===== src/rtl/add_pkg.sv =====
// Shared constants and types for the registered adder.
// Define ADD_REG_IN_STAGE_EN to add an input register stage (latency 2).
package add_pkg;

    localparam int ADD_WIDTH_DEFAULT = 4;

    typedef logic [ADD_WIDTH_DEFAULT-1:0] operand_t;
    typedef logic [ADD_WIDTH_DEFAULT:0]   result_t;

`ifdef ADD_REG_IN_STAGE_EN
    localparam int LATENCY = 2;
`else
    localparam int LATENCY = 1;
`endif

endpackage


===== src/rtl/add_if.sv =====
// Operand/result bundle for add_reg; master drives operands, slave returns the sum.
interface add_if
    import add_pkg::*;
#(
    parameter int WIDTH = ADD_WIDTH_DEFAULT
);

    logic [WIDTH-1:0] a;
    logic [WIDTH-1:0] b;
    logic [WIDTH:0]   sum;
    logic             out_valid;

    modport master (output a, output b, input sum, input out_valid);
    modport slave  (input a, input b, output sum, output out_valid);

endinterface


===== src/rtl/add_ripple.sv =====
// Combinational WIDTH-bit ripple-carry adder built from per-bit full adders.
module add_ripple
    import add_pkg::*;
#(
    parameter int WIDTH = ADD_WIDTH_DEFAULT
) (
    input  logic [WIDTH-1:0] a,
    input  logic [WIDTH-1:0] b,
    output logic [WIDTH-1:0] s,
    output logic             cout
);

    // Each bit keeps its carry locally so the chain is not a self-referencing vector.
    for (genvar i = 0; i < WIDTH; i++) begin : g_bit
        logic cin;
        logic co;

        if (i == 0) begin : g_lsb
            assign cin = 1'b0;
        end else begin : g_chain
            assign cin = g_bit[i-1].co;
        end

        assign s[i] = a[i] ^ b[i] ^ cin;
        assign co   = (a[i] & b[i]) | (cin & (a[i] ^ b[i]));
    end

    assign cout = g_bit[WIDTH-1].co;

endmodule


===== src/rtl/add_reg.sv =====
// Registered unsigned adder: sum = a + b (carry in MSB), out_valid after first result.
// Define ADD_REG_IN_STAGE_EN to register the operands first (latency 2).
module add_reg
    import add_pkg::*;
#(
    parameter int WIDTH = ADD_WIDTH_DEFAULT
) (
    input  logic  clk,
    input  logic  rst_n,
    add_if.slave  bus
);

    logic [WIDTH-1:0] op_a;
    logic [WIDTH-1:0] op_b;
    logic             result_ready;

`ifdef ADD_REG_IN_STAGE_EN
    logic [WIDTH-1:0] a_q, a_d;
    logic [WIDTH-1:0] b_q, b_d;
    logic             stage_vld_q, stage_vld_d;

    always_comb begin
        a_d         = bus.a;
        b_d         = bus.b;
        stage_vld_d = 1'b1;
    end

    always_ff @(posedge clk or negedge rst_n) begin
        if (!rst_n) begin
            a_q         <= '0;
            b_q         <= '0;
            stage_vld_q <= 1'b0;
        end else begin
            a_q         <= a_d;
            b_q         <= b_d;
            stage_vld_q <= stage_vld_d;
        end
    end

    assign op_a         = a_q;
    assign op_b         = b_q;
    assign result_ready = stage_vld_q;
`else
    assign op_a         = bus.a;
    assign op_b         = bus.b;
    assign result_ready = 1'b1;
`endif

    logic [WIDTH-1:0] ripple_s;
    logic             ripple_cout;

    add_ripple #(.WIDTH(WIDTH)) u_ripple (
        .a    (op_a),
        .b    (op_b),
        .s    (ripple_s),
        .cout (ripple_cout)
    );

    logic [WIDTH:0] sum_q, sum_d;
    logic           out_valid_q, out_valid_d;

    // NOTE: every always_comb output is assigned on every path, so no latch is inferred.
    always_comb begin
        sum_d       = {ripple_cout, ripple_s};
        out_valid_d = result_ready;
    end

    // NOTE: sequential state uses non-blocking assignments so all flops update together.
    always_ff @(posedge clk or negedge rst_n) begin
        if (!rst_n) begin
            sum_q       <= '0;
            out_valid_q <= 1'b0;
        end else begin
            sum_q       <= sum_d;
            out_valid_q <= out_valid_d;
        end
    end

    assign bus.sum       = sum_q;
    assign bus.out_valid = out_valid_q;

endmodule


===== src/flat_wrapper.sv =====
// flat-port wrapper written by rule: the top's interface ports become plain ports
module add_reg_flat import add_pkg::*;
#(
    parameter int WIDTH = ADD_WIDTH_DEFAULT
)
  (clk, rst_n, bus_a, bus_b, bus_sum, bus_out_valid);
  add_if #(.WIDTH(WIDTH)) bus_i ();
  input  logic clk;
  input  logic rst_n;
  input wire logic [$bits(bus_i.a)-1:0] bus_a;
  input wire logic [$bits(bus_i.b)-1:0] bus_b;
  output wire logic [$bits(bus_i.sum)-1:0] bus_sum;
  output wire logic [$bits(bus_i.out_valid)-1:0] bus_out_valid;
  assign bus_i.a = bus_a;
  assign bus_i.b = bus_b;
  assign bus_sum = bus_i.sum;
  assign bus_out_valid = bus_i.out_valid;
  add_reg #(.WIDTH(WIDTH)) u_core (.clk(clk), .rst_n(rst_n), .bus(bus_i));
endmodule

===== config.mk =====
export PLATFORM = sky130hd
export DESIGN_NAME = add_reg_flat
export DESIGN_NICKNAME = d
export VERILOG_FILES = /design/src/rtl/add_pkg.sv /design/src/rtl/add_if.sv /design/src/rtl/add_ripple.sv /design/src/rtl/add_reg.sv /design/src/flat_wrapper.sv
export SDC_FILE = /design/constraint.sdc
export NUM_CORES = 1
export LEC_CHECK = 0
export CAP_MARGIN = 25
export CORE_AREA = 8 8 45 47
export DETAILED_ROUTE_END_ITERATION = 6
export DIE_AREA = 0 0 53 55
export GPL_ROUTABILITY_DRIVEN = 0
export PLACE_DENSITY = 0.51
export SKIP_LAST_GASP = 1
export SLEW_MARGIN = 20
export SYNTH_ARGS = -nofsm -noshare
export SYNTH_HDL_FRONTEND = slang
export SYNTH_SLANG_ARGS = --single-unit

===== constraint.sdc =====
create_clock -name clk -period 0.8 [get_ports clk]
set_input_delay 0.08 -clock clk [delete_from_list [all_inputs] [get_ports clk]]
set_output_delay 0.08 -clock clk [all_outputs]
set_load 0.01 [all_outputs]

==> impl_metrics.ini, run 1 <==
[yosys]
yosysTopAreaCell = sky130_fd_sc_hd__dfrtp_1
synth-simple-area-share_pct = 0
netlist-cell-type-count = 5
post_synth_mux_area_share_pct = 0
synth.cell_area_um2 = 264.0
syn_inst = 21
synthesized_area_fraction_occupied_by_ao_oa_aoi_and_oai_cells_pct = 0
synth_top_area_share_pct = 56.87
synth-seq-area-share_pct = 56.87
synth_seq_cells = 6
post_synth.cell_area_avg_um2 = 12.57
synth_top_family_by_area = adder cells
netlist_top_cells_area = sky130_fd_sc_hd__dfrtp_1 57%, sky130_fd_sc_hd__fa_1 23%, sky130_fd_sc_hd__inv_1 14%
syn_nets = 35
yosysWarnings = 0
synth_area_in_adders_pct = 27.49
synth_xor_xnor_area_share_pct = 0

[place]
placed_cells = 52
placed_area_um2 = 451.7
placement.io_buffers = 15
dp.final_hpwl_um = 442.3

[sta]
max_freq_mhz = 750.8
setup_repair_after_global_routing_missed_its_margin = true
finalSetupTns_ns = -1.193
timing.final.setup_violations = 8
min_period_ns = 1.332
finalMaxSlewViolations = 0
period_share_pct = 166.5
timing_hold_violations_final = 0
final.setup.worst_slack_ns = -0.5320

[finish]
layout_cell_share_with_drive_strength_beyond_1_pct = 43.59
final_instance_area_um2 = 456.7
finalCoreUtilization_pct = 33.00
finish.cell_count_without_fillers = 55
layout_common_cells = 7 x sky130_fd_sc_hd__inv_1, 6 x sky130_fd_sc_hd__dfrtp_1, 5 x sky130_fd_sc_hd__clkdlybuf4s50_1, 4 x sky130_fd_sc_hd__buf_6, 4 x sky130_fd_sc_hd__buf_2
layout.cells.most_common = sky130_fd_sc_hd__inv_1
antenna_cells = 0
finalNetCount = 55
syn_to_final_growth_pct = 72.99

[floorplan]
die_w_um = 53
ports = 16
design.die.area_um2 = 2915
row_count = 14
chipHeight_um = 55
core_area_um2 = 1384
initial_utilization_pct = 19.08

[critical_path]
timing.critical_path.from_type = input pin
cp.arrival_ns = 1.47
setup.worst_path.end_class = flip-flop
critical-path-top-delay-family = adder cells
critPathSlowestCell = sky130_fd_sc_hd__fa_1
delay_of_the_slowest_critical_path_stage_ns = 0.47
path_class = in -> reg
worstPathCellList = buf_6 -> ha_4 -> inv_2 -> fa_2 -> inv_2 -> fa_2 -> inv_2 -> fa_1 -> inv_1
maximum_fanout_count_along_the_critical_path = 1
worstPathBufferInverterCount = 5
crit_path_frequent_cell = sky130_fd_sc_hd__inv_2
timing.critical_path.required_ns = 0.94

[clocking]
max-clock-path-buffers = 2
postCtsSetupBuffers = 0
ctsHtreeMaxLevel = 1
clock_tree.root_cell = sky130_fd_sc_hd__clkbuf_4
tritoncts_clock_tree = yes
clock_sink_count = 6
cts_inserted_buffers = 3
cts.reportedPaths.clkPinSlew_ns = 0.04

[pwr]
max-vdd-ir-drop_mv = 0.5328
power_frac_seq_pct = 43.4
netSwitchingFraction_pct = 23.99
power.leakage_nw = 0.2339
power.internal_mw = 0.6214
power_after_layout_mw = 0.8176
clock_power_share_pct = 33.5
switching_pwr_mw = 0.1961
comb_power_share_pct = 23.1
power_per_cell_area_nw_per_um2 = 1790

[job]
maxCapViolations = 0

[global_routing]
overflow = 0
grt_antenna_before_repair = 0
number_of_global_route_vias_before_repair = 214
grt_start_max_net_pins = 7
grt_first_pass_wirelength_um = 786
grt_total_usage_pct = 4.192

[drt]
met2WireLength_um = 208
drt-pass1-iter-count = 1
dr_wl_met3_um = 106
dr_total_vias = 187
met1_length_um = 167
post-route-drc-count = 0
dr.first_iter.drc_count = 0
drt.antenna.violating_nets = 0
post_drt_wl_per_cell_um = 9.291
postRouteWirelength_um = 511
avgViaCountPerCell = 3.400
topRoutingLayerUsed = met4

[status]
violations = negative setup slack
run_status = finished, violations left

[worst_hold_path]
worst_hold_path_type = in -> reg
-- per-layer routing --
layer  global-route usage (%)  vias to the layer above
met4                    6.466                        0
li1                         -                       88
met1                    3.120                       81
met5                        0                        -
met2                    5.664                       15
met3                    3.209                        3
-- stage by stage --
step	setup slack [ns]	hold WS, ns
2_1_floorplan	-0.6161	-0.2156
3_3_place_gp	-1.189	0.3258
3_5_place_dp	-1.191	0.3321
4_1_cts	-0.5439	0.03659
5_1_grt	-0.5836	0.03722
6_report	-0.5320	0.04856
-- final cells by class --
type	count	area, um^2
Fill cell	150	927.1
Sequential cell	6	150.1
Multi-Input combinational cell	5	93.84
Clock buffer	3	22.52
Inverter	10	37.54
Tap cell	16	20.02
Timing Repair Buffer	15	132.6
-- registers in the layout, indices dropped and copies added, names as in the netlist --
signal / flops
u_core.bus.sum: 5
u_core.bus.out_valid: 1
-- Yosys cell counts --
cell type,instances
sky130_fd_sc_hd__fa_1,3
sky130_fd_sc_hd__conb_1,1
sky130_fd_sc_hd__ha_1,1
sky130_fd_sc_hd__dfrtp_1,6
sky130_fd_sc_hd__inv_1,10
-- cells by family after synthesis --
logic type   Yosys count
other cells            1
fa+ha+maj              4
buf+inv               10
flops                  6
-- power by group through the flow --
| stage | Clock [mW] | Combinational [mW] | Sequential, mW |
|---|---|---|---|
| after floorplan | 0 | 0.0453 | 0.380 |
| after global placement | 0 | 0.209 | 0.356 |
| after detailed placement | 0 | 0.211 | 0.356 |
| after CTS | 0.293 | 0.174 | 0.350 |
| after global routing | 0.318 | 0.216 | 0.358 |
| final | 0.274 | 0.189 | 0.355 |
-- path summary, 6_finish.rpt --
path / from / endpoint / slack, ns / cells past startpoint
max: bus_b[0] / u_core.bus.sum[3] / -0.53 / 9
min: bus_a[0] / u_core.bus.sum[0] / 0.05 / 2
max in group asynchronous: rst_n / u_core.bus.out_valid / 0.53 / 1
min in group asynchronous: rst_n / u_core.bus.sum[0] / 0.07 / 1
-- what timing repair did --
action / 4_1_cts / 5_1_grt
hold endpoints to repair: 0 / 0
hold buffers: 0 / 0
resized for setup: 37 / 2
pin swaps: 4 / 4
setup endpoints to repair: 10 / 9
(Power assumes the default switching activity.)
==> run 2: changes to the inputs <==
- GPL_ROUTABILITY_DRIVEN: 0 -> not set
- PLACE_DENSITY: 0.51 -> not set
==> run 2 against run 1 <==
Compared with the run above: the flow still finishes with violations (negative setup slack); critical path depth stayed put; flip-flop and latch count stayed put; utilization fell by 0.27 points; combinational power fell by 3%; final cell count did not move; global-route usage shrank 0.29 points; clock power increased by 2%; die area unchanged; first-iteration DRC count did not move.
==> impl_metrics.ini, run 2 (synthesized netlist as in run 1, its figures left out) <==
[finish]
antenna_cells = 0
layout_common_cells = 6 x sky130_fd_sc_hd__inv_1, 6 x sky130_fd_sc_hd__dfrtp_1, 5 x sky130_fd_sc_hd__clkdlybuf4s50_1
syn_to_final_growth_pct = 71.56
largest_register_ffs = 5
finish.cell_count_without_fillers = 55
finalNetCount = 55
layout_cell_share_with_drive_strength_beyond_1_pct = 48.72

[drt]
post-route-drc-count = 0
dr.first_iter.drc_count = 0
post_drt_wl_per_cell_um = 8.982
dr_total_vias = 171
avgViaCountPerCell = 3.109
postRouteWirelength_um = 494
drt.antenna.violating_nets = 0
drt-pass1-iter-count = 1

[global_routing]
number_of_global_route_vias_before_repair = 187
grt_antenna_before_repair = 0
overflow = 0
grt_first_pass_wirelength_um = 731
grt_start_max_net_pins = 7
grt_total_usage_pct = 3.903

[critical_path]
timing.critical_path.from_type = input pin
setup.worst_path.end_class = flip-flop
critPathSlowestCell = sky130_fd_sc_hd__fa_1
path_class = in -> reg
delay_of_the_slowest_critical_path_stage_ns = 0.47
maximum_fanout_count_along_the_critical_path = 1
worstPathCellList = buf_6 -> ha_4 -> inv_2 -> fa_2 -> inv_2 -> fa_2 -> inv_2 -> fa_1 -> inv_1
cp.arrival_ns = 1.44
crit_path_frequent_cell = sky130_fd_sc_hd__inv_2
timing.critical_path.required_ns = 0.93

[pwr]
switching_pwr_mw = 0.2016
power_per_cell_area_nw_per_um2 = 1808
power.internal_mw = 0.6174
max-vdd-ir-drop_mv = 0.5299
comb_power_share_pct = 22.5
power.leakage_nw = 0.2317
netSwitchingFraction_pct = 24.62
power_frac_seq_pct = 43.4
clock_power_share_pct = 34.1

[status]
violations = negative setup slack
run_status = finished, violations left

[place]
placement.io_buffers = 15
gpl.final_weighted_congestion = 0.6043
dp.final_hpwl_um = 446.1
placed_cells = 52

[clocking]
postCtsSetupBuffers = 0
tritoncts_clock_tree = yes
cts_inserted_buffers = 3
clock_tree.root_cell = sky130_fd_sc_hd__clkbuf_4
clock_sink_count = 6
ctsHtreeMaxLevel = 1
cts.reportedPaths.clkPinSlew_ns = 0.05
max-clock-path-buffers = 2

[floorplan]
die_w_um = 53
row_count = 14
core_area_um2 = 1384
design.die.area_um2 = 2915
ports = 16
initial_utilization_pct = 19.08
chipHeight_um = 55

[worst_hold_path]
hold_path_startpoint = bus_a[0]
holdPathEnd = u_core.bus.sum[0]
holdPathStages = 2
worst_hold_path_type = in -> reg

[sta]
setup_repair_after_global_routing_missed_its_margin = true
finalHoldWorstSlack_ns = 0.04518
finalMaxSlewViolations = 0
max_freq_mhz = 767.6
min_period_ns = 1.303
final.setup.worst_slack_ns = -0.5028
timing_hold_violations_final = 0
timing.final.setup_violations = 7
period_share_pct = 162.9

[job]
maxCapViolations = 0
==> run 2: changes by cell type in the layout (fill, tap and decap cells not counted), sizes merged <==
cell         before  now
clkbuf            3    4
dlygate4sd2       2    1
==> run 2: power by group through the flow <==
stage	clock, mW	sequential [mW]	combinational (mW)
5_1_grt	0.306	0.358	0.209
6_report	0.280	0.355	0.184
3_5_place_dp	0	0.358	0.210
4_1_cts	0.294	0.351	0.173
3_3_place_gp	0	0.356	0.209
2_1_floorplan	0	0.380	0.0453
==> run 2: worst max-delay path by stage <==
stage                     startpoint           endpoint  slack [ns]  cells past startpoint
after floorplan             bus_b[0]  u_core.bus.sum[3]       -0.62                      8
after global placement      bus_b[0]  u_core.bus.sum[3]       -1.18                      9
after detailed placement    bus_b[0]  u_core.bus.sum[3]       -1.19                      9
after CTS                   bus_b[0]  u_core.bus.sum[3]       -0.54                      9
after global routing        bus_b[0]  u_core.bus.sum[3]       -0.54                      9
final                       bus_b[0]  u_core.bus.sum[3]       -0.50                      9
==> run 2: stage by stage <==
step                area (um^2)  utilization (%)  power, mW  TNS [ns]  setup WS (ns)
floorplan                 281.5                -     0.4248    -1.476        -0.6161
global placement          451.7            32.64     0.5649    -4.504         -1.181
detailed placement        451.7            32.64     0.5685    -4.577         -1.189
CTS                       444.2            32.10     0.8185    -1.270        -0.5423
global route              452.9            32.73     0.8730    -1.370        -0.5358
finish                    452.9            32.73     0.8190    -1.104        -0.5028
==> run 2: critical path, delay by kind of cell <==
family                     cells  cell delay [ns]
adders and majority gates      4             1.12
buffers and inverters          5             0.24
==> run 2: layout make-up <==
class,count,area [um^2]
timing repair buffer,15,128.9
fill,155,930.9
multi-input combinational,5,93.84
clock buffer,3,22.52
inverter,10,37.54
sequential,6,150.1
tap,16,20.02
==> run 2: repair_timing <==
action,CTS,global route
gates resized for setup,38,4
setup endpoints to repair,10,9
pin swaps,3,3
hold buffers,0,0
cloned,0,0
==> run 2: layer usage <==
layer / share of wire (%) / GRT usage [%]
met1: 35 / 3.246
met5: 0 / 0
met3: 20 / 3.476
met4: 0 / 5.172
met2: 45 / 4.883
==> run 3: changes to the inputs <==
==> constraint.sdc (replaced) <==
create_clock -name clk -period 0.8 [get_ports clk]
set_input_delay 0.08 -clock clk [delete_from_list [all_inputs] [get_ports clk]]
set_output_delay 0.08 -clock clk [all_outputs]
set_load 0.005 [all_outputs]
==> run 3 against run 2 <==
Compared with the run above: non-clock buffer count stayed put; the run still ends with negative setup slack left; power is 4.7% lower; worst hold slack stayed put; final area is 2.8% lower; flip-flop and latch count stayed put; largest power group unchanged; first-iteration DRC count stayed put; fmax stayed put; wire length is 0.40% higher; final cell count stayed put; utilization is 0.90 points lower.
==> impl_metrics.ini, run 3 (synthesized netlist as in run 1, its figures left out) <==
[floorplan]
ports = 16
design.die.area_um2 = 2915
core_area_um2 = 1384
die_w_um = 53
chipHeight_um = 55
row_count = 14
initial_utilization_pct = 19.08

[critical_path]
cp.arrival_ns = 1.44
setup.worst_path.end_class = flip-flop
critPathSlowestCell = sky130_fd_sc_hd__fa_1
crit_end = u_core.bus.sum[3]
worstPathCellList = buf_6 -> ha_4 -> inv_2 -> fa_2 -> inv_2 -> fa_2 -> inv_2 -> fa_1 -> inv_1
critical_path.startpoint = bus_b[0]
timing.critical_path.from_type = input pin
crit_path_frequent_cell = sky130_fd_sc_hd__inv_2
path_class = in -> reg
timing.critical_path.required_ns = 0.93
maximum_fanout_count_along_the_critical_path = 1
delay_of_the_slowest_critical_path_stage_ns = 0.47

[drt]
dr.first_iter.drc_count = 0
dr_total_vias = 171
post_drt_wl_per_cell_um = 9.018
post-route-drc-count = 0
drt-pass1-iter-count = 1
postRouteWirelength_um = 496
avgViaCountPerCell = 3.109
drt.antenna.violating_nets = 0

[finish]
largest_register_ffs = 5
layout_common_cells = 6 x sky130_fd_sc_hd__inv_1, 6 x sky130_fd_sc_hd__buf_2, 6 x sky130_fd_sc_hd__dfrtp_1, 5 x sky130_fd_sc_hd__clkdlybuf4s50_1, 4 x sky130_fd_sc_hd__inv_2
antenna_cells = 0
layout.filler_cells = 157
finalNetCount = 55
layout_cell_share_with_drive_strength_beyond_1_pct = 48.72
syn_to_final_growth_pct = 66.82
final_instance_area_um2 = 440.4

[global_routing]
grt_start_max_net_pins = 7
overflow = 0
grt_antenna_before_repair = 0
number_of_global_route_vias_before_repair = 187
grt_total_usage_pct = 3.903
grt_first_pass_wirelength_um = 731

[place]
dp.final_hpwl_um = 446.1
placed_area_um2 = 451.7
placement.io_buffers = 15
place_worst_setup_slack_ns = -1.189
gpl.final_weighted_congestion = 0.6043

[sta]
final.setup.worst_slack_ns = -0.5028
min_period_ns = 1.303
finalMaxSlewViolations = 0
max_freq_mhz = 767.6
period_share_pct = 162.9
finalHoldWorstSlack_ns = 0.04518
timing.final.setup_violations = 3
setup_repair_after_global_routing_missed_its_margin = true
timing_hold_violations_final = 0

[clocking]
tritoncts_clock_tree = yes
ctsHtreeMaxLevel = 1
cts_hold_buffers = 0
cts.reportedPaths.clkPinSlew_ns = 0.05
cts_inserted_buffers = 3
postCtsSetupBuffers = 0
clock_sink_count = 6
clock_tree.root_cell = sky130_fd_sc_hd__clkbuf_4
max-clock-path-buffers = 2

[job]
maxCapViolations = 0

[worst_hold_path]
worst_hold_path_type = in -> reg

[pwr]
power.leakage_nw = 0.2275
max-vdd-ir-drop_mv = 0.5260
power_per_cell_area_nw_per_um2 = 1771

[status]
run_status = finished, violations left
violations = negative setup slack
[run 3: cell types whose count changed in the layout (fill, tap and decap cells not counted)]
cell,previous run,this run
sky130_fd_sc_hd__buf_2,4,6
sky130_fd_sc_hd__buf_6,4,2
[run 3: report_power, final]
group          switching, mW  internal (mW)  total (mW)
registers            0.00810          0.343       0.351
clock network          0.110          0.170       0.280
logic                 0.0647         0.0850       0.150
[run 3: worst max-delay path: cells and delay by family]
family,cells,cell delay [ns]
buf+inv,5,0.24
fa+ha+maj,4,1.12
[run 3: layout make-up]
cell class / instances / area, um^2 / share of cell area [%]
sequential: 6 / 150.1 / 34.09
timing repair buffer: 15 / 116.4 / 26.42
multi-input combinational: 5 / 93.84 / 21.31
inverter: 10 / 37.54 / 8.523
clock buffer: 3 / 22.52 / 5.114
tap: 16 / 20.02 / 4.545
[run 3: timing repair]
item,4_1_cts,5_1_grt
setup endpoints to repair,10,9
cloned,0,0
pin swaps,3,3
gates resized for setup,38,2
[run 3: stage by stage]
step,std cells,power (mW),utilization (%),setup TNS (ns)
after global placement,52,0.5491,32.64,-4.296
final,55,0.7802,31.83,-1.069
after CTS,55,0.8024,32.10,-1.204
after detailed placement,52,0.5527,32.64,-4.369
after global routing,55,0.8358,31.83,-1.307
after floorplan,21,0.4089,-,-1.476
[run 3: worst min path at each step]
stage | startpoint | endpoint | slack, ns | cells past startpoint
after floorplan | rst_n | u_core.bus.out_valid | -0.22 | 0
after global placement | rst_n | u_core.bus.out_valid | 0.34 | 1
after detailed placement | rst_n | u_core.bus.out_valid | 0.35 | 1
after CTS | bus_a[0] | u_core.bus.sum[0] | 0.04 | 2
after global routing | bus_a[0] | u_core.bus.sum[0] | 0.04 | 2
final | bus_a[0] | u_core.bus.sum[0] | 0.05 | 2
[run 3: routing by layer]
metal	global-route usage (%)	share of wire, %	vias to the layer above
met5	0	0	-
met4	5.172	0	0
met3	3.476	19	0
met2	4.883	44	10
met1	3.246	37	72
li1	-	-	89
